### config.mk
export PLATFORM = sky130hd
export DESIGN_NAME = pht_update_buffer
export DESIGN_NICKNAME = d
export VERILOG_FILES = /design/src/rtl/pht_update_buffer_pkg.sv /design/src/rtl/pht_update_buffer_queue_pointer.sv /design/src/rtl/pht_update_buffer.sv
export SDC_FILE = /design/constraint.sdc
export NUM_CORES = 1
export LEC_CHECK = 0
export ABC_AREA = 1
export CAP_MARGIN = 20
export CORE_UTILIZATION = 60
export CTS_BUF_LIST = sky130_fd_sc_hd__clkbuf_16
export DETAILED_ROUTE_END_ITERATION = 7
export PLACE_DENSITY = 0.77
export SLEW_MARGIN = 20
export SYNTH_ARGS = -nofsm -noshare
export SYNTH_HDL_FRONTEND = slang
export SYNTH_SLANG_ARGS = --single-unit
export TNS_END_PERCENT = 1
### constraint.sdc
create_clock -name clk -period 10.1 [get_ports clk]
set_input_delay 2.02 -clock clk [delete_from_list [all_inputs] [get_ports clk]]
set_output_delay 2.02 -clock clk [all_outputs]
set_load 0.02 [all_outputs]
### src/rtl/pht_update_buffer_pkg.sv
// Shared fetch-unit types for the PHT update path: entry layout, counter
// widths and the saturating-counter update rule.
package FetchUnitTypes;

    localparam int PHT_UPDATE_BUF_SIZE = 32;
    localparam int PHT_INDEX_WIDTH     = 12;
    localparam int PHT_CTR_WIDTH       = 2;
    localparam int PHT_CTR_MAX         = (1 << PHT_CTR_WIDTH) - 1;

    typedef logic [PHT_INDEX_WIDTH-1:0] PhtIndexPath;
    typedef logic [PHT_CTR_WIDTH-1:0]   PhtEntryPath;

    typedef struct packed {
        PhtIndexPath index;
        PhtEntryPath value;
    } PhtUpdateEntry;

    // Taken moves the counter up, not-taken moves it down, clamped at both ends.
    function automatic PhtEntryPath PhtSatUpdate(input PhtEntryPath prev, input logic taken);
        if (taken)
            return (prev == PhtEntryPath'(PHT_CTR_MAX)) ? prev : prev + PhtEntryPath'(1);
        else
            return (prev == '0) ? prev : prev - PhtEntryPath'(1);
    endfunction

endpackage

### src/rtl/pht_update_buffer_queue_pointer.sv
// Head/tail/occupancy bookkeeping for a circular queue that can take up to
// two pushes and one pop per cycle.
module dual_push_queue_pointer #(
    parameter int ENTRY_NUM = 32
) (
    input  logic                           clk,
    input  logic                           rst,
    input  logic                           flush,
    input  logic [1:0]                     pushNum,
    input  logic                           pop,
    output logic [$clog2(ENTRY_NUM)-1:0]   headPtr,
    output logic [$clog2(ENTRY_NUM)-1:0]   tailPtr,
    output logic [$clog2(ENTRY_NUM):0]     count,
    output logic [$clog2(ENTRY_NUM):0]     freeCount
);

    localparam int PTR_WIDTH = $clog2(ENTRY_NUM);
    localparam int CNT_WIDTH = PTR_WIDTH + 1;

    // Pointers wrap naturally because ENTRY_NUM is a power of two.
    always_ff @(posedge clk or posedge rst) begin
        if (rst) begin
            headPtr <= '0;
            tailPtr <= '0;
            count   <= '0;
        end else if (flush) begin
            headPtr <= '0;
            tailPtr <= '0;
            count   <= '0;
        end else begin
            headPtr <= headPtr + PTR_WIDTH'(pop);
            tailPtr <= tailPtr + PTR_WIDTH'(pushNum);
            count   <= count + CNT_WIDTH'(pushNum) - CNT_WIDTH'(pop);
        end
    end

    assign freeCount = CNT_WIDTH'(ENTRY_NUM) - count;

endmodule

### src/rtl/pht_update_buffer.sv
// Buffers up to two resolved branch updates per cycle and drains them one per
// cycle into the single free PHT write port.
module pht_update_buffer
    import FetchUnitTypes::*;
#(
    parameter int ENTRY_NUM   = PHT_UPDATE_BUF_SIZE,
    parameter int INDEX_WIDTH = PHT_INDEX_WIDTH,
    parameter int CTR_WIDTH   = PHT_CTR_WIDTH
) (
    input  logic                           clk,
    input  logic                           rst,
    input  logic                           flush,
    input  logic                           inValid [2],
    input  logic [INDEX_WIDTH-1:0]         inIndex [2],
    input  logic [CTR_WIDTH-1:0]           inPrev  [2],
    input  logic                           inTaken [2],
    output logic                           inReady,
    output logic                           outValid,
    output logic [INDEX_WIDTH-1:0]         outIndex,
    output logic [CTR_WIDTH-1:0]           outValue,
    input  logic                           outReady,
    output logic [$clog2(ENTRY_NUM):0]     count,
    output logic [15:0]                    dropCount
);

    localparam int PTR_WIDTH = $clog2(ENTRY_NUM);
    localparam int CNT_WIDTH = PTR_WIDTH + 1;

    logic [PTR_WIDTH-1:0] headPtr;
    logic [PTR_WIDTH-1:0] tailPtr;
    logic [CNT_WIDTH-1:0] freeCount;
    logic [CNT_WIDTH-1:0] space;
    logic [1:0]           pushNum;
    logic [1:0]           reqNum;
    logic [1:0]           dropNum;
    logic [16:0]          dropSum;
    logic                 pop;
    logic                 merge;
    PhtEntryPath          laneValue [2];
    PhtEntryPath          mergedValue;
    PhtUpdateEntry        pushEntry [2];
    PhtUpdateEntry        headEntry;
    PhtUpdateEntry        storage [ENTRY_NUM];

    dual_push_queue_pointer #(
        .ENTRY_NUM(ENTRY_NUM)
    ) queuePointer (
        .clk      (clk),
        .rst      (rst),
        .flush    (flush),
        .pushNum  (pushNum),
        .pop      (pop),
        .headPtr  (headPtr),
        .tailPtr  (tailPtr),
        .count    (count),
        .freeCount(freeCount)
    );

    assign outValid = (count != '0);
    assign inReady  = (count <= CNT_WIDTH'(ENTRY_NUM - 2));
    assign pop      = outValid && outReady;

    // A same-index pair collapses into one entry: lane 1's direction is
    // applied on top of lane 0's already-updated counter.
    always_comb begin
        laneValue[0] = PhtSatUpdate(inPrev[0], inTaken[0]);
        laneValue[1] = PhtSatUpdate(inPrev[1], inTaken[1]);
        merge        = inValid[0] && inValid[1] && (inIndex[0] == inIndex[1]);
        mergedValue  = PhtSatUpdate(laneValue[0], inTaken[1]);

        pushEntry[0].index = inValid[0] ? inIndex[0] : inIndex[1];
        pushEntry[0].value = inValid[0] ? (merge ? mergedValue : laneValue[0]) : laneValue[1];
        pushEntry[1].index = inIndex[1];
        pushEntry[1].value = laneValue[1];

        reqNum = merge ? 2'd1 : ({1'b0, inValid[0]} + {1'b0, inValid[1]});
    end

    // Admission counts this cycle's pop as free space; lane 0 is taken first,
    // so a shortfall of one slot always drops lane 1.
    always_comb begin
        space   = freeCount + CNT_WIDTH'(pop);
        pushNum = 2'd0;
        dropNum = 2'd0;
        if (!flush) begin
            if (space >= CNT_WIDTH'(reqNum)) begin
                pushNum = reqNum;
            end else begin
                pushNum = space[1:0];
                dropNum = merge ? 2'd2 : (reqNum - space[1:0]);
            end
        end
        dropSum = {1'b0, dropCount} + 17'(dropNum);
    end

    always_ff @(posedge clk or posedge rst) begin
        if (rst)
            dropCount <= '0;
        else
            dropCount <= dropSum[16] ? 16'hFFFF : dropSum[15:0];
    end

    // Storage needs no reset; the head is masked whenever the queue is empty.
    always_ff @(posedge clk) begin
        if (pushNum != 2'd0)
            storage[tailPtr] <= pushEntry[0];
        if (pushNum == 2'd2)
            storage[tailPtr + PTR_WIDTH'(1)] <= pushEntry[1];
    end

    assign headEntry = storage[headPtr];
    assign outIndex  = outValid ? headEntry.index : '0;
    assign outValue  = outValid ? headEntry.value : '0;

endmodule

==> flow_metrics.py <==
metrics = {
    "final_layout": {
        "fillers": 3846,
        "final_layout_size_suffix_gt1_frac": 0.0714,
        "nets": 3299,
        "final_area_sq_mm": 0.0309,
        "instances_no_fill": 3895,
        "final_common_cell": "nand2_1",
        "final_util": 0.647,
        "syn_to_final_growth_pct": 6.25,
        "layout_common_cells": "1,292 x nand2_1, 453 x nand4_1, 448 x edfxtp_1, 186 x nor2_1, 128 x o21ai_0",
    },
    "clock_tree": {
        "cts_buffer_depth": 3,
        "post_cts_resized": 0,
        "clockRootBuffer": "clkbuf_16",
        "holdBufCountCts": 0,
        "clkLatencyLatePin_ps": 630,
        "path_clk_slew_ps": 60,
        "h-tree-depth": 2,
        "cts_buffers": 52,
        "cts.sinks": 480,
        "cts_setup_buffers": 0,
        "cts_tree": "yes",
    },
    "synthesis": {
        "yosys_warnings": 0,
        "synth_edf_count": 448,
        "yosys.area_share.simple": 0.325,
        "yosysSeqAreaShare": 0.490,
        "synth_compound_area_frac": 0.0656,
        "synth_seq_cells": 480,
        "synth_area_sq_mm": 0.0291,
        "syn-num-nets": 3453,
        "synth_top_family_by_area": "simple AND/OR/NAND/NOR gates",
        "ys_async_sr_fraction": 0.0667,
        "synth_xor_area_frac": 0.00361,
        "synth_area_per_cell_sq_um": 8.59,
        "synth_fa_ha_area_frac": 0.0131,
        "synthMuxAreaShare": 0.0196,
        "synthFlopType": "edfxtp_1",
        "ys_types": 39,
        "syn_inst": 3390,
    },
    "setup_path": {
        "critPathLaunch": "inIndex[10]",
        "required_ps": 10360,
        "worstSetupEndpointType": "register",
        "reg2reg_from": "queuePointer.count[3]$_DFF_PP0_",
        "path_class": "input pin to register",
        "reg2reg_to": "storage[4][0]$_DFFE_PP_",
        "crit_path_max_fanout": 61,
        "reg2reg_depth": 19,
        "cp_data_arrival_time_ps": 7450,
        "start_kind": "input pin",
        "critPathCapture": "storage[4][0]$_DFFE_PP_",
        "rrSetupSlack_ps": 4350,
    },
    "global_routing": {
        "grt_overflow": 0,
        "antenna_found_initial": 2,
        "grt_max_degree": 121,
        "grt_use_total": 0.404,
        "grt_pass1_wl_microns": 149000,
        "grt_pass1_vias": 24478,
    },
    "pwr": {
        "p_sw_mw": 2.32,
        "p_per_area_mw_per_mm2": 202,
        "ir_drop_mv": 0.185,
        "power_leakage_nw": 12.8,
        "intPower_mw": 3.92,
        "swShare": 0.372,
        "combPwrFrac": 0.316,
        "pwr-share-clk": 0.314,
        "p_total_mw": 6.24,
        "p_seq_frac": 0.370,
    },
    "sta": {
        "worstMarginPinSlew_ps": 1330,
        "drv_slew": 0,
        "period_needed_ps": 7200,
        "rsz0062_at_grt": "false",
        "setup_viol": 0,
        "max_freq_mhz": 139,
        "slew-limit-headroom": 0.110,
        "fin_ws_ps": 2900,
        "hold_ws_ps": 525,
        "post-route-period-util": 0.713,
        "fin_tns_setup_ps": 0,
        "finalHoldViolations": 0,
        "skew_ps": 18.6,
    },
    "route": {
        "drt-initial-drc-count": 4563,
        "first_pass_iters": 7,
        "antenna_left": 0,
        "vias_per_cell": 6.76,
        "wirelength_microns": 101000,
        "post_drt_wl_per_cell_microns": 26.0,
        "num_vias": 26340,
        "drc": 0,
    },
    "placement": {
        "preCtsSetupSlack_ps": 2610,
        "io_buffers": 73,
        "gp_congestion": 1.01,
        "dp_hpwl_microns": 58100,
        "dpl_cell_area_sq_mm": 0.0292,
        "place_inst": 3796,
    },
    "worst_hold_path": {
        "min_path_type": "register to register",
    },
    "floorplan": {
        "dieArea_sq_mm": 0.0494,
        "die_h_microns": 222,
        "initial_core_util": 0.608,
        "core-area_sq_mm": 0.0478,
        "pin_count": 74,
        "die_x_microns": 222,
        "row_count": 80,
    },
    "run_status": {
        "status": "finished clean",
    },
    "flow_run": {
        "cap_violations": 0,
    },
}
==> routing by layer <==
metal  vias up  wire (microns)  share of wire  track usage
met5         -               0              0            0
met1     12015           35100           0.35        0.527
met4         0            7740          0.076        0.246
met2      2232           43000           0.42        0.599
li1      11546               -              -            -
met3       547           15400           0.15        0.113
==> area by class of cell <==
cell class                      instances  area (sq um)  share of cell area
Tap cell                              615           769              0.0249
Clock inverter                         44           394              0.0127
Clock buffer                           53          1330              0.0429
Inverter                               86           325              0.0105
Multi-Input combinational cell       2467         12600               0.407
Timing Repair Buffer                  149          1260              0.0409
Antenna cell                            1          2.50           0.0000809
Sequential cell                       480         14300               0.461
==> cell families after synthesis <==
| group | Yosys count |
|---|---|
| adder cells (fa/ha/maj) | 29 |
| AO/OA/AOI/OAI | 335 |
| buffers and inverters | 443 |
| flip-flops | 480 |
| XOR/XNOR | 12 |
| AND/OR/NAND/NOR | 2034 |
| multiplexers | 57 |
==> Yosys cell counts, drive strengths merged, types with 56 or more instances <==
cell type  number  area, sq um
nor2          193          742
nand2        1299         4900
edfxtp        448        13500
inv            86          323
o21ai         136          681
nand4         485         3510
a21oi          79          395
o22ai          56          350
o211ai         57          428
mux2i          57          571
buf           181         1440
clkbuf        176          661
==> worst max-delay path: stages <==
cell	delay, ps
buf_2	970
inv_2	120
nand2_1	110
nand2_1	50
nor2_1	90
nand2_1	90
nor2_4	160
nand3_4	130
nand2_4	110
ha_1	250
inv_1	50
a21boi_0	80
nor2_1	200
nand3_2	160
nor2_4	170
nand2_2	110
nand2_8	350
buf_4	590
buf_4	610
nand4_4	340
nand2_1	570
==> worst min path at each step <==
| stage | from | end | slack [ps] | cells after the start |
|---|---|---|---|---|
| floorplan | queuePointer.headPtr[2]$_DFF_PP0_ | queuePointer.headPtr[2]$_DFF_PP0_ | 480 | 1 |
| global placement | dropCount[14]$_DFF_PP0_ | dropCount[14]$_DFF_PP0_ | 510 | 2 |
| detailed placement | dropCount[14]$_DFF_PP0_ | dropCount[14]$_DFF_PP0_ | 520 | 2 |
| CTS | dropCount[14]$_DFF_PP0_ | dropCount[14]$_DFF_PP0_ | 530 | 2 |
| global route | dropCount[14]$_DFF_PP0_ | dropCount[14]$_DFF_PP0_ | 580 | 2 |
| finish | dropCount[14]$_DFF_PP0_ | dropCount[14]$_DFF_PP0_ | 530 | 2 |
==> power by group through the flow <==
stage,Sequential (mW),Clock (mW),Combinational [mW]
after floorplan,2.34,0,1.22
after global placement,2.35,0,1.84
after detailed placement,2.35,0,1.87
after CTS,2.31,1.95,1.88
after global routing,2.31,2.02,2.06
final,2.31,1.96,1.98
==> flip-flops by register name, indices dropped and copies added (netlist names) <==
register and cells:
queuePointer.headPtr 5, queuePointer.count 6, dropCount 16, storage 448
queuePointer.tailPtr 5
Note: power is estimated with default switching activity, not from simulation.
